**config.mk**
```make
export PLATFORM = sky130hd
export DESIGN_NAME = reg_bank_arbiter_flat
export DESIGN_NICKNAME = d
export VERILOG_FILES = /design/src/rtl/reg_bank_arbiter_if.sv /design/src/rtl/reg_bank_arbiter.sv /design/src/flat_wrapper.sv
export SDC_FILE = /design/constraint.sdc
export NUM_CORES = 1
export LEC_CHECK = 0
export ABC_AREA = 1
export BUFFER_PORTS_ARGS = -buffer_cell sky130_fd_sc_hd__buf_4
export CORE_AREA = 8 8 199 201
export DETAILED_ROUTE_END_ITERATION = 10
export DIE_AREA = 0 0 207 209
export HOLD_SLACK_MARGIN = 0.03
export PLACE_DENSITY = 0.61
export SLEW_MARGIN = 10
export SYNTH_ARGS = -nofsm -noshare
export SYNTH_HDL_FRONTEND = slang
export SYNTH_SLANG_ARGS = --single-unit
```
**constraint.sdc**
```tcl
create_clock -name clk -period 5.82 [get_ports clk]
set_input_delay 1.164 -clock clk [delete_from_list [all_inputs] [get_ports clk]]
set_output_delay 1.164 -clock clk [all_outputs]
set_load 0.02 [all_outputs]
```
**src/rtl/reg_bank_arbiter_if.sv**
```systemverilog
// rtl/reg_bank_arbiter_if.sv - register-access bundle of N request lanes (tile side N=NUM_REQ, bank side N=1)
interface reg_bank_arbiter_if #(
  parameter int N      = 1,
  parameter int DATA_W = 64
);
  logic [N-1:0]        read_req;
  logic [N-1:0]        write_req;
  logic [N*7-1:0]      reg_id;
  logic [N*5-1:0]      queue_id;
  logic [N*DATA_W-1:0] write_data;
  logic [DATA_W-1:0]   read_data;
  logic [N-1:0]        ack;
  logic [N-1:0]        alignment_err;

  modport master (
    output read_req, write_req, reg_id, queue_id, write_data,
    input  read_data, ack, alignment_err
  );

  modport slave (
    input  read_req, write_req, reg_id, queue_id, write_data,
    output read_data, ack, alignment_err
  );
endinterface

```
**src/rtl/reg_bank_arbiter.sv**
```systemverilog
// rtl/reg_bank_arbiter.sv - round-robin arbiter of NUM_REQ register requesters onto one bank port
// Optional bank-ack watchdog and sticky timeout_seen output under REG_ARB_TIMEOUT_EN.
module reg_bank_arbiter #(
  parameter int NUM_REQ = 4,
  parameter int DATA_W  = 64,
  parameter int BANK_ID = 0,
  parameter int TIMEOUT = 64
) (
  input  logic                       clk,
  input  logic                       rst,
  reg_bank_arbiter_if.slave          req,
  reg_bank_arbiter_if.master         bank,
  output logic                       busy,
  output logic [$clog2(NUM_REQ)-1:0] grant_id
`ifdef REG_ARB_TIMEOUT_EN
  ,
  output logic                       timeout_seen
`endif
);
  localparam int PW = $clog2(NUM_REQ);

  typedef enum logic [1:0] {IDLE, ISSUE, WAIT, RESP} state_t;

  state_t              state, state_nxt;
  logic [PW-1:0]       rr_ptr;
  logic [NUM_REQ-1:0]  mask;
  logic [NUM_REQ-1:0]  eligible;
  logic [NUM_REQ-1:0]  grant_oh;
  logic                found;
  logic [PW-1:0]       winner;
  logic                aligned;
  logic                err_q;
  logic [DATA_W-1:0]   data_q;
  logic                tmo_hit;

  if (NUM_REQ < 2 || NUM_REQ > 8 || TIMEOUT < 2 || BANK_ID < 0 || BANK_ID > 3) begin : g_bad_cfg
    $error("reg_bank_arbiter: parameter out of range");
  end

  // First eligible requester at or above rr_ptr, wrapping around.
  always_comb begin
    eligible = (req.read_req | req.write_req) & ~mask;
    found    = 1'b0;
    winner   = '0;
    for (int i = 0; i < NUM_REQ; i++) begin
      if (!found && eligible[(int'(rr_ptr) + i) % NUM_REQ]) begin
        found  = 1'b1;
        winner = PW'((int'(rr_ptr) + i) % NUM_REQ);
      end
    end
  end

  assign aligned  = (req.reg_id[7*winner +: 2] == 2'(BANK_ID));
  assign grant_oh = {{(NUM_REQ-1){1'b0}}, 1'b1} << grant_id;

`ifdef REG_ARB_TIMEOUT_EN
  localparam int CW = $clog2(TIMEOUT);
  logic [CW-1:0] tmo_cnt;

  assign tmo_hit = ((state == ISSUE) || (state == WAIT)) && !bank.ack[0] &&
                   (tmo_cnt == CW'(TIMEOUT - 1));

  always_ff @(posedge clk or posedge rst) begin
    if (rst) begin
      tmo_cnt      <= '0;
      timeout_seen <= 1'b0;
    end else begin
      if (state_nxt == ISSUE)
        tmo_cnt <= '0;
      else if ((state == ISSUE) || (state == WAIT))
        tmo_cnt <= tmo_cnt + 1'b1;
      if (tmo_hit)
        timeout_seen <= 1'b1;
    end
  end
`else
  assign tmo_hit = 1'b0;
`endif

  always_comb begin
    state_nxt = state;
    case (state)
      IDLE:        if (found) state_nxt = aligned ? ISSUE : RESP;
      ISSUE, WAIT: state_nxt = (bank.ack[0] || tmo_hit) ? RESP : WAIT;
      RESP:        state_nxt = IDLE;
      default:     state_nxt = IDLE;
    endcase
  end

  always_ff @(posedge clk or posedge rst) begin
    if (rst) begin
      state           <= IDLE;
      rr_ptr          <= '0;
      mask            <= '0;
      grant_id        <= '0;
      err_q           <= 1'b0;
      data_q          <= '0;
      bank.read_req   <= '0;
      bank.write_req  <= '0;
      bank.reg_id     <= '0;
      bank.queue_id   <= '0;
      bank.write_data <= '0;
    end else begin
      state <= state_nxt;
      case (state)
        IDLE: begin
          mask <= '0;
          if (found) begin
            grant_id <= winner;
            data_q   <= '0;
            err_q    <= !aligned;
            if (aligned) begin
              // A requester raising both strobes is serviced as a write.
              bank.write_req  <= req.write_req[winner];
              bank.read_req   <= !req.write_req[winner];
              bank.reg_id     <= req.reg_id[7*winner +: 7];
              bank.queue_id   <= req.queue_id[5*winner +: 5];
              bank.write_data <= req.write_data[DATA_W*winner +: DATA_W];
            end
          end
        end
        ISSUE, WAIT: begin
          if (bank.ack[0]) begin
            bank.read_req  <= '0;
            bank.write_req <= '0;
            err_q          <= bank.alignment_err[0];
            data_q         <= (bank.read_req[0] && !bank.alignment_err[0]) ? bank.read_data : '0;
          end else if (tmo_hit) begin
            bank.read_req  <= '0;
            bank.write_req <= '0;
            err_q          <= 1'b1;
            data_q         <= '0;
          end
        end
        RESP: begin
          rr_ptr <= (grant_id == PW'(NUM_REQ - 1)) ? '0 : grant_id + 1'b1;
          mask   <= grant_oh;
        end
        default: ;
      endcase
    end
  end

  always_comb begin
    busy              = (state != IDLE);
    req.ack           = (state == RESP) ? grant_oh : '0;
    req.alignment_err = (state == RESP && err_q) ? grant_oh : '0;
    req.read_data     = (state == RESP) ? data_q : '0;
  end
endmodule

```
**src/flat_wrapper.sv**
```systemverilog
// flat-port wrapper written by rule: the top's interface ports become plain ports
module reg_bank_arbiter_flat 
#(
  parameter int NUM_REQ = 4,
  parameter int DATA_W  = 64,
  parameter int BANK_ID = 0,
  parameter int TIMEOUT = 64
)
  (clk, rst, busy, grant_id, req_read_req, req_write_req, req_reg_id, req_queue_id, req_write_data, req_read_data, req_ack, req_alignment_err, bank_read_req, bank_write_req, bank_reg_id, bank_queue_id, bank_write_data, bank_read_data, bank_ack, bank_alignment_err);
  reg_bank_arbiter_if #(.N(4), .DATA_W(DATA_W)) req_i ();
  reg_bank_arbiter_if #(.N(1), .DATA_W(DATA_W)) bank_i ();
  input  logic clk;
  input  logic rst;
  output logic busy;
  output logic [$clog2(NUM_REQ)-1:0] grant_id;
  input wire logic [$bits(req_i.read_req)-1:0] req_read_req;
  input wire logic [$bits(req_i.write_req)-1:0] req_write_req;
  input wire logic [$bits(req_i.reg_id)-1:0] req_reg_id;
  input wire logic [$bits(req_i.queue_id)-1:0] req_queue_id;
  input wire logic [$bits(req_i.write_data)-1:0] req_write_data;
  output wire logic [$bits(req_i.read_data)-1:0] req_read_data;
  output wire logic [$bits(req_i.ack)-1:0] req_ack;
  output wire logic [$bits(req_i.alignment_err)-1:0] req_alignment_err;
  output wire logic [$bits(bank_i.read_req)-1:0] bank_read_req;
  output wire logic [$bits(bank_i.write_req)-1:0] bank_write_req;
  output wire logic [$bits(bank_i.reg_id)-1:0] bank_reg_id;
  output wire logic [$bits(bank_i.queue_id)-1:0] bank_queue_id;
  output wire logic [$bits(bank_i.write_data)-1:0] bank_write_data;
  input wire logic [$bits(bank_i.read_data)-1:0] bank_read_data;
  input wire logic [$bits(bank_i.ack)-1:0] bank_ack;
  input wire logic [$bits(bank_i.alignment_err)-1:0] bank_alignment_err;
  assign req_i.read_req = req_read_req;
  assign req_i.write_req = req_write_req;
  assign req_i.reg_id = req_reg_id;
  assign req_i.queue_id = req_queue_id;
  assign req_i.write_data = req_write_data;
  assign req_read_data = req_i.read_data;
  assign req_ack = req_i.ack;
  assign req_alignment_err = req_i.alignment_err;
  assign bank_read_req = bank_i.read_req;
  assign bank_write_req = bank_i.write_req;
  assign bank_reg_id = bank_i.reg_id;
  assign bank_queue_id = bank_i.queue_id;
  assign bank_write_data = bank_i.write_data;
  assign bank_i.read_data = bank_read_data;
  assign bank_i.ack = bank_ack;
  assign bank_i.alignment_err = bank_alignment_err;
  reg_bank_arbiter #(.NUM_REQ(NUM_REQ), .DATA_W(DATA_W), .BANK_ID(BANK_ID), .TIMEOUT(TIMEOUT)) u_core (.clk(clk), .rst(rst), .req(req_i), .bank(bank_i), .busy(busy), .grant_id(grant_id));
endmodule
```
* Yosys cells after proc, flatten, opt, wreduce, memory -nomap -nowiden
Cells that the tools add are included.
Word-level totals: register bits 153, input port bits 380, output and inout bits 153
Cells by class: add/sub/neg operators 4, multipliers 2, order comparisons 5, eq/ne operators 7, shift operators 5, muxes and demuxes 44, bitwise gates (word level) 6, reductions and logical operators 24
Operators by type and width (count):
- $mux W64 | 4
- $shiftx A256 B9 Y64 | 1
- $pmux W64 S2 | 1
- $shiftx A28 B6 Y2 | 1
- $shiftx A28 B6 Y7 | 1
- $mux W1 | 20
- $shiftx A20 B6 Y5 | 1
- $mux W2 | 7
- $lt A3 B4 Y1 const B | 3
- $bmux W1 S2 | 5
- $mul A3 B2 Y5 const A | 2
- $mux W4 | 2
- $pmux W4 S2 | 1
- $reduce_or A2 Y1 | 4
- $eq A2 B2 Y1 const B | 3
- $logic_not A1 Y1 | 6
- $lt A2 B3 Y1 const B | 2
- $pmux W1 S2 | 3
- $pmux W2 S3 | 1
- $reduce_and A3 Y1 | 2
- $reduce_bool A2 Y1 | 3
- $logic_and A1 B1 Y1 | 5
- $add A2 B1 Y2 const B | 2
- $add A2 B2 Y2 const B | 2
- other kinds (11) | 15

* Depth between registers and ports, before layout
depth after elaboration 20, mapped depth 20, mapped depth without buffers 18

* Worst setup path before layout
OpenSTA, ideal clock, no wires.
path kind in2reg, start in req_write_req[3], end reg u_core.bank.queue_id[4], library setup time 0.117 ns, arrival 2.731 ns, required time 5.703 ns, slack 2.972 ns, cell stages on the path 17, path buffers 2, cells stage by stage inv_1 > nand2_1 > nand3_1 > nand2_1 > o21ai_2 > and2_2 > nand3_4 > nand2_2 > nand2_1 > nand3_1 > nand2_2 > nor2_4 > inv_2 > buf_6 > buf_6 > nand2_1 > nand2_1
Between the ends: cells in the longest elaborated chain, start to end 18, elaborated cells on any way between the ends 33
RTL lines:
- from (decl) | RTL line flat_wrapper.sv:17 | input wire logic [$bits(req_i.write_req)-1:0] req_write_req;
- $or A4 B4 Y4 * | RTL line reg_bank_arbiter.sv:42 | eligible = (req.read_req | req.write_req) & ~mask;
- $and A4 B4 Y4 * | RTL line reg_bank_arbiter.sv:42
- $bmux W1 S2 | RTL line reg_bank_arbiter.sv:46 | if (!found && eligible[(int'(rr_ptr) + i) % NUM_REQ]) begin
- $mux W1 (not written as such) | RTL line reg_bank_arbiter.sv:46
- $mux W1 | RTL line reg_bank_arbiter.sv:46
- $logic_not A1 Y1 | RTL line reg_bank_arbiter.sv:46
- $logic_and A1 B1 Y1 | RTL line reg_bank_arbiter.sv:46
- $mux W1 | RTL line reg_bank_arbiter.sv:46
- (+2 left out)
- $mux W1 | RTL line reg_bank_arbiter.sv:46
- $logic_not A1 Y1 | RTL line reg_bank_arbiter.sv:46
- $logic_and A1 B1 Y1 | RTL line reg_bank_arbiter.sv:46
- $mux W2 | RTL line reg_bank_arbiter.sv:46
- $mul A3 B2 Y5 | RTL line reg_bank_arbiter.sv:53 | assign aligned = (req.reg_id[7*winner +: 2] == 2'(BANK_ID));
- $shiftx A28 B6 Y2 | RTL line reg_bank_arbiter.sv:53
- $logic_not A2 Y1 | RTL line reg_bank_arbiter.sv:53
- $reduce_and A3 Y1 (no line)
- to (decl) | RTL line reg_bank_arbiter_if.sv:16 | output read_req, write_req, reg_id, queue_id, write_data,
Mark *: on every way between the ends. The rest lies on a longest branch, timed or not. The select of a mux whose other input is x is not followed. A chain may end at the register's enable or synchronous reset.

* Final worst setup path
start in req_write_req[3], end reg u_core.bank.write_data[21]
Between the ends: cells in the longest elaborated chain, start to end 18, elaborated cells on any way between the ends 32
RTL lines (RTL line):
- $or A4 B4 Y4 * | reg_bank_arbiter.sv:42
- $and A4 B4 Y4 * | reg_bank_arbiter.sv:42
- $bmux W1 S2 | reg_bank_arbiter.sv:46
- $mux W1 (not written as such) | reg_bank_arbiter.sv:46
- $mux W1 | reg_bank_arbiter.sv:46
- $logic_not A1 Y1 | reg_bank_arbiter.sv:46
- $logic_and A1 B1 Y1 | reg_bank_arbiter.sv:46
- $mux W1 | reg_bank_arbiter.sv:46
- (+2 left out)
- $mux W1 | reg_bank_arbiter.sv:46
- $logic_not A1 Y1 | reg_bank_arbiter.sv:46
- $logic_and A1 B1 Y1 | reg_bank_arbiter.sv:46
- $mux W2 | reg_bank_arbiter.sv:46
- $mul A3 B2 Y5 | reg_bank_arbiter.sv:53
- $shiftx A28 B6 Y2 | reg_bank_arbiter.sv:53
- $logic_not A2 Y1 | reg_bank_arbiter.sv:53
- $reduce_and A3 Y1 (no line)
- to (decl) | reg_bank_arbiter_if.sv:16
Marked as above.

==> results.md <==
- # H-tree levels: 4
- Main flop type after synthesis: dfrtp_1
- CP most frequent cell: nand2_1
- Peak supply drop: about 0.00064 V
- Status: finished clean
- Clock share of power: 13.3%
- Post CTS Setup Buffer Count: 0
- Num Clock Sinks: between 150 and 200
- Vias in the first global route: 10,900
- Layout cells sized above 1: a little under a third
- Hpwl dp: 31,600 um
- Post-synthesis compound-gate area fraction: 15.3%
- DRT Wirelength: just over 40,000 um
- Final setup viols: 0
- Top cells by area, synth: dfrtp_1 39%, nand2_1 27%, o211ai_1 11%
- Clock transition at path regs: 0.07 ns
- Cell taking the most area after synthesis: dfrtp_1
- CTS tree: built
- Max frequency: around 260 MHz
- Synth unique cells: 23
- Worst EP arrival: roughly 4.1 ns
- Detail-routed net length per standard cell: 16.9 um
- Grt total ovfl: 0
- Logic gate share of total power: ~67%
- Power per cell area: 575 nW/um2
- Mux contribution to synthesized area: 0%
- Hold_ws: approximately 0.47 ns
- Die W: between 200 and 250 um
- Core area: around 36,000 um2
- Worst path required time: 6.14 ns
- Clk Latency, worst-skew pair: 0.44 ns
- Clock tree buffer depth: 2
- Critical-path top delay cell: buf_4
- RSZ-0062 raised after global routing: no
- Vias: 10,900
- Clk_skew: between 0.01 and 0.015 ns
- Adder-cell share of the synthesized area: 0.769%
- Post-Syn Instances: 1,482
- Die H: approximately 210 um
- Slew headroom: roughly a quarter
- Total Nets Final: approximately 2,300
- Cell Area, Synth: a little under 10,000 um2
- Gp weighted congestion: around 0.86
- CTS resizes: 0
- Startpoint Class: primary input
- Fin. Hold Viols: 0
- Crit. End Element: flip-flop
- Hold Path Class: flip-flop to flip-flop
- Critical-path cell list: buf_4, inv_1, nand2_1, nand3_1, nand2_1, o21ai_2, and2_2, nand3_4, nand2_8, buf_4, nand2_1, o211ai_1, nand2_1, nand2_1, nand2_1
- Max_cap viols: 0
- Sequential-to-total area share from yosys stat: between 30 and 40%
- PortBufs: around 530
- Slew @ Worst Pin: 1.13 ns
- Root Buffer: clkbuf_16
- Ant. Diodes: 0
- Seq pwr share: 20.1%
- Final setup TNS: 0 ns
- Yosys reg bits: around 150
- Vias per cell: 4.49
- Initial antenna violation count: 0
- Worst-path fanout max: 117
- Most frequent cell after synthesis: nand2_1
- EDFF count, synth: 0
- Static leakage: around 8.5 nW
- CP Class: primary input to flip-flop
- Cts hold-fix bufs: 0
- Min Clock Period, post-route: about 3.8 ns
- Largest family of logic cells by synthesized area: simple AND/OR/NAND/NOR gates
- Syn nets: 1,868
- Die area: between 40,000 and 50,000 um2
- CP peak stage delay: ~0.88 ns
- Global-route wire length before repair: 63,700 um
- Xor and xnor area share after synthesis: 0%
- Simple-gate share of the synthesized area: 30.1%
- Initial DRT Pass Iterations: 7
- Net Switching: around 4.5 mW
- Leading post-synthesis cells by instance count: 699 x nand2_1, 241 x inv_1, 153 x dfrtp_1, 148 x o211ai_1, 75 x o21ai_0
- Fin crit share: about two thirds
- Number of remaining DRC errors: 0
- TritonCTS Buffers: 17
- 1st-iter DRT viols: 650
- Area growth, synth to finish: 49.2%
- Slew Viols, Final: 0
- Largest net degree at the start of global routing: around 130
- Initial Util: between 20% and 30%
- Antenna-violating nets left: 0
- Gr usage total: 18.5%
- Async set-reset flop share out of synthesis: 100%
- Top-area cell type share of the netlist area: ~39%
- Top-Level Pins: roughly 530
- Std cell rows: 70
- Synth warn: 0
- P_int: between 3 and 4 mW
- Syn avg cell area: between 6 and 7 um2
- Sw Ratio: a little over half
per-stage QoR:
| stage | total power, mW | instances | worst slack, ns | cell area, um2 | util [%] |
|---|---|---|---|---|---|
| final | 8.38 | 2429 | 2.01 | 14600 | 40.2 |
| after global routing | 9.23 | 2429 | 1.69 | 14600 | 40.2 |
| after CTS | 8.50 | 2429 | 2.01 | 14600 | 40.2 |
| after detailed placement | 7.34 | 2397 | 1.53 | 14000 | 38.6 |
| after global placement | 7.28 | 2397 | 1.61 | 14000 | 38.6 |
| after floorplan | 5.75 | 1482 | 0.535 | 9760 | - |
routing by layer:
| metal | vias up | global-route usage, % | part of all wire [%] |
|---|---|---|---|
| li1 | 5493 | - | - |
| met1 | 4970 | 21.6 | 41 |
| met2 | 387 | 31.4 | 48 |
| met3 | 50 | 6.67 | 8.5 |
| met4 | 0 | 5.74 | 2.3 |
| met5 | - | 0 | 0 |
power groups by stage:
stage | Clock [mW] | Sequential (mW) | Combinational [mW]
3_3_place_gp | 0 | 1.68 | 5.60
3_5_place_dp | 0 | 1.70 | 5.64
2_1_floorplan | 0 | 1.94 | 3.81
5_1_grt | 1.19 | 1.73 | 6.32
6_report | 1.12 | 1.68 | 5.58
4_1_cts | 1.15 | 1.68 | 5.67
worst paths after layout:
kind / startpoint / endpoint / slack [ns] / cells past startpoint
setup / recovery: req_write_req[3] / u_core.bank.write_data[21] / 2.01 / 15
hold / removal: u_core.bank.write_data[38] / u_core.bank.write_data[38] / 0.47 / 2
setup reg to reg: u_core.rr_ptr[0] / u_core.bank.write_data[2] / 2.34 / 19
hold reg to reg: u_core.bank.write_data[38] / u_core.bank.write_data[38] / 0.47 / 2
max in group asynchronous: rst / u_core.bank.write_data[28] / 4.06 / 3
min in group asynchronous: rst / u_core.data_q[10] / 0.78 / 2
flip-flops by register name (all words and copies together) (netlist names):
name                    flops
u_core.bank.queue_id        5
u_core.bank.read_req        1
u_core.bank.reg_id          7
u_core.bank.write_data     64
u_core.bank.write_req       1
u_core.data_q              64
u_core.err_q                1
u_core.grant_id             2
u_core.mask                 4
u_core.rr_ptr               2
u_core.state                2
critical path, delay by kind of cell:
kind / cells / cell delay [ns]
AND/OR/NAND/NOR: 10 / 1.43
AO/OA/AOI/OAI: 2 / 0.31
buffers and inverters: 3 / 1.08
logic make-up (layout without fill, tap and decap cells):
family | after synthesis | count (layout)
DFF | 153 | 153
buffers and inverters | 343 | 822
AOI/OAI and AO/OA | 224 | 224
adders and majority gates | 6 | 6
and+or+nand+nor | 756 | 756
cell usage in the layout, fill, tap and decap left out, drive strengths merged:
cell type | Yosys | final
clkinvlp | 0 | 3
dfrtp | 153 | 153
buf | 69 | 542
nand3b | 1 | 1
o211ai | 148 | 148
clkbuf | 26 | 17
o21ai | 76 | 76
nand2 | 704 | 704
or2 | 1 | 1
clkinv | 0 | 3
nand3 | 33 | 33
and2 | 1 | 1
nor3b | 1 | 1
bufinv | 0 | 1
inv | 248 | 256
ha | 6 | 6
nand4 | 2 | 2
nor2 | 13 | 13
area by class of cell:
cell class	count	area, um2
clock inverters	15	156
inverters	248	936
multi-input cells	986	4550
flip-flops and latches	153	3830
repair buffers	542	4080
fillers	3920	21700
well taps	468	586
clock buffers	17	425
(Power assumes the default switching activity.)
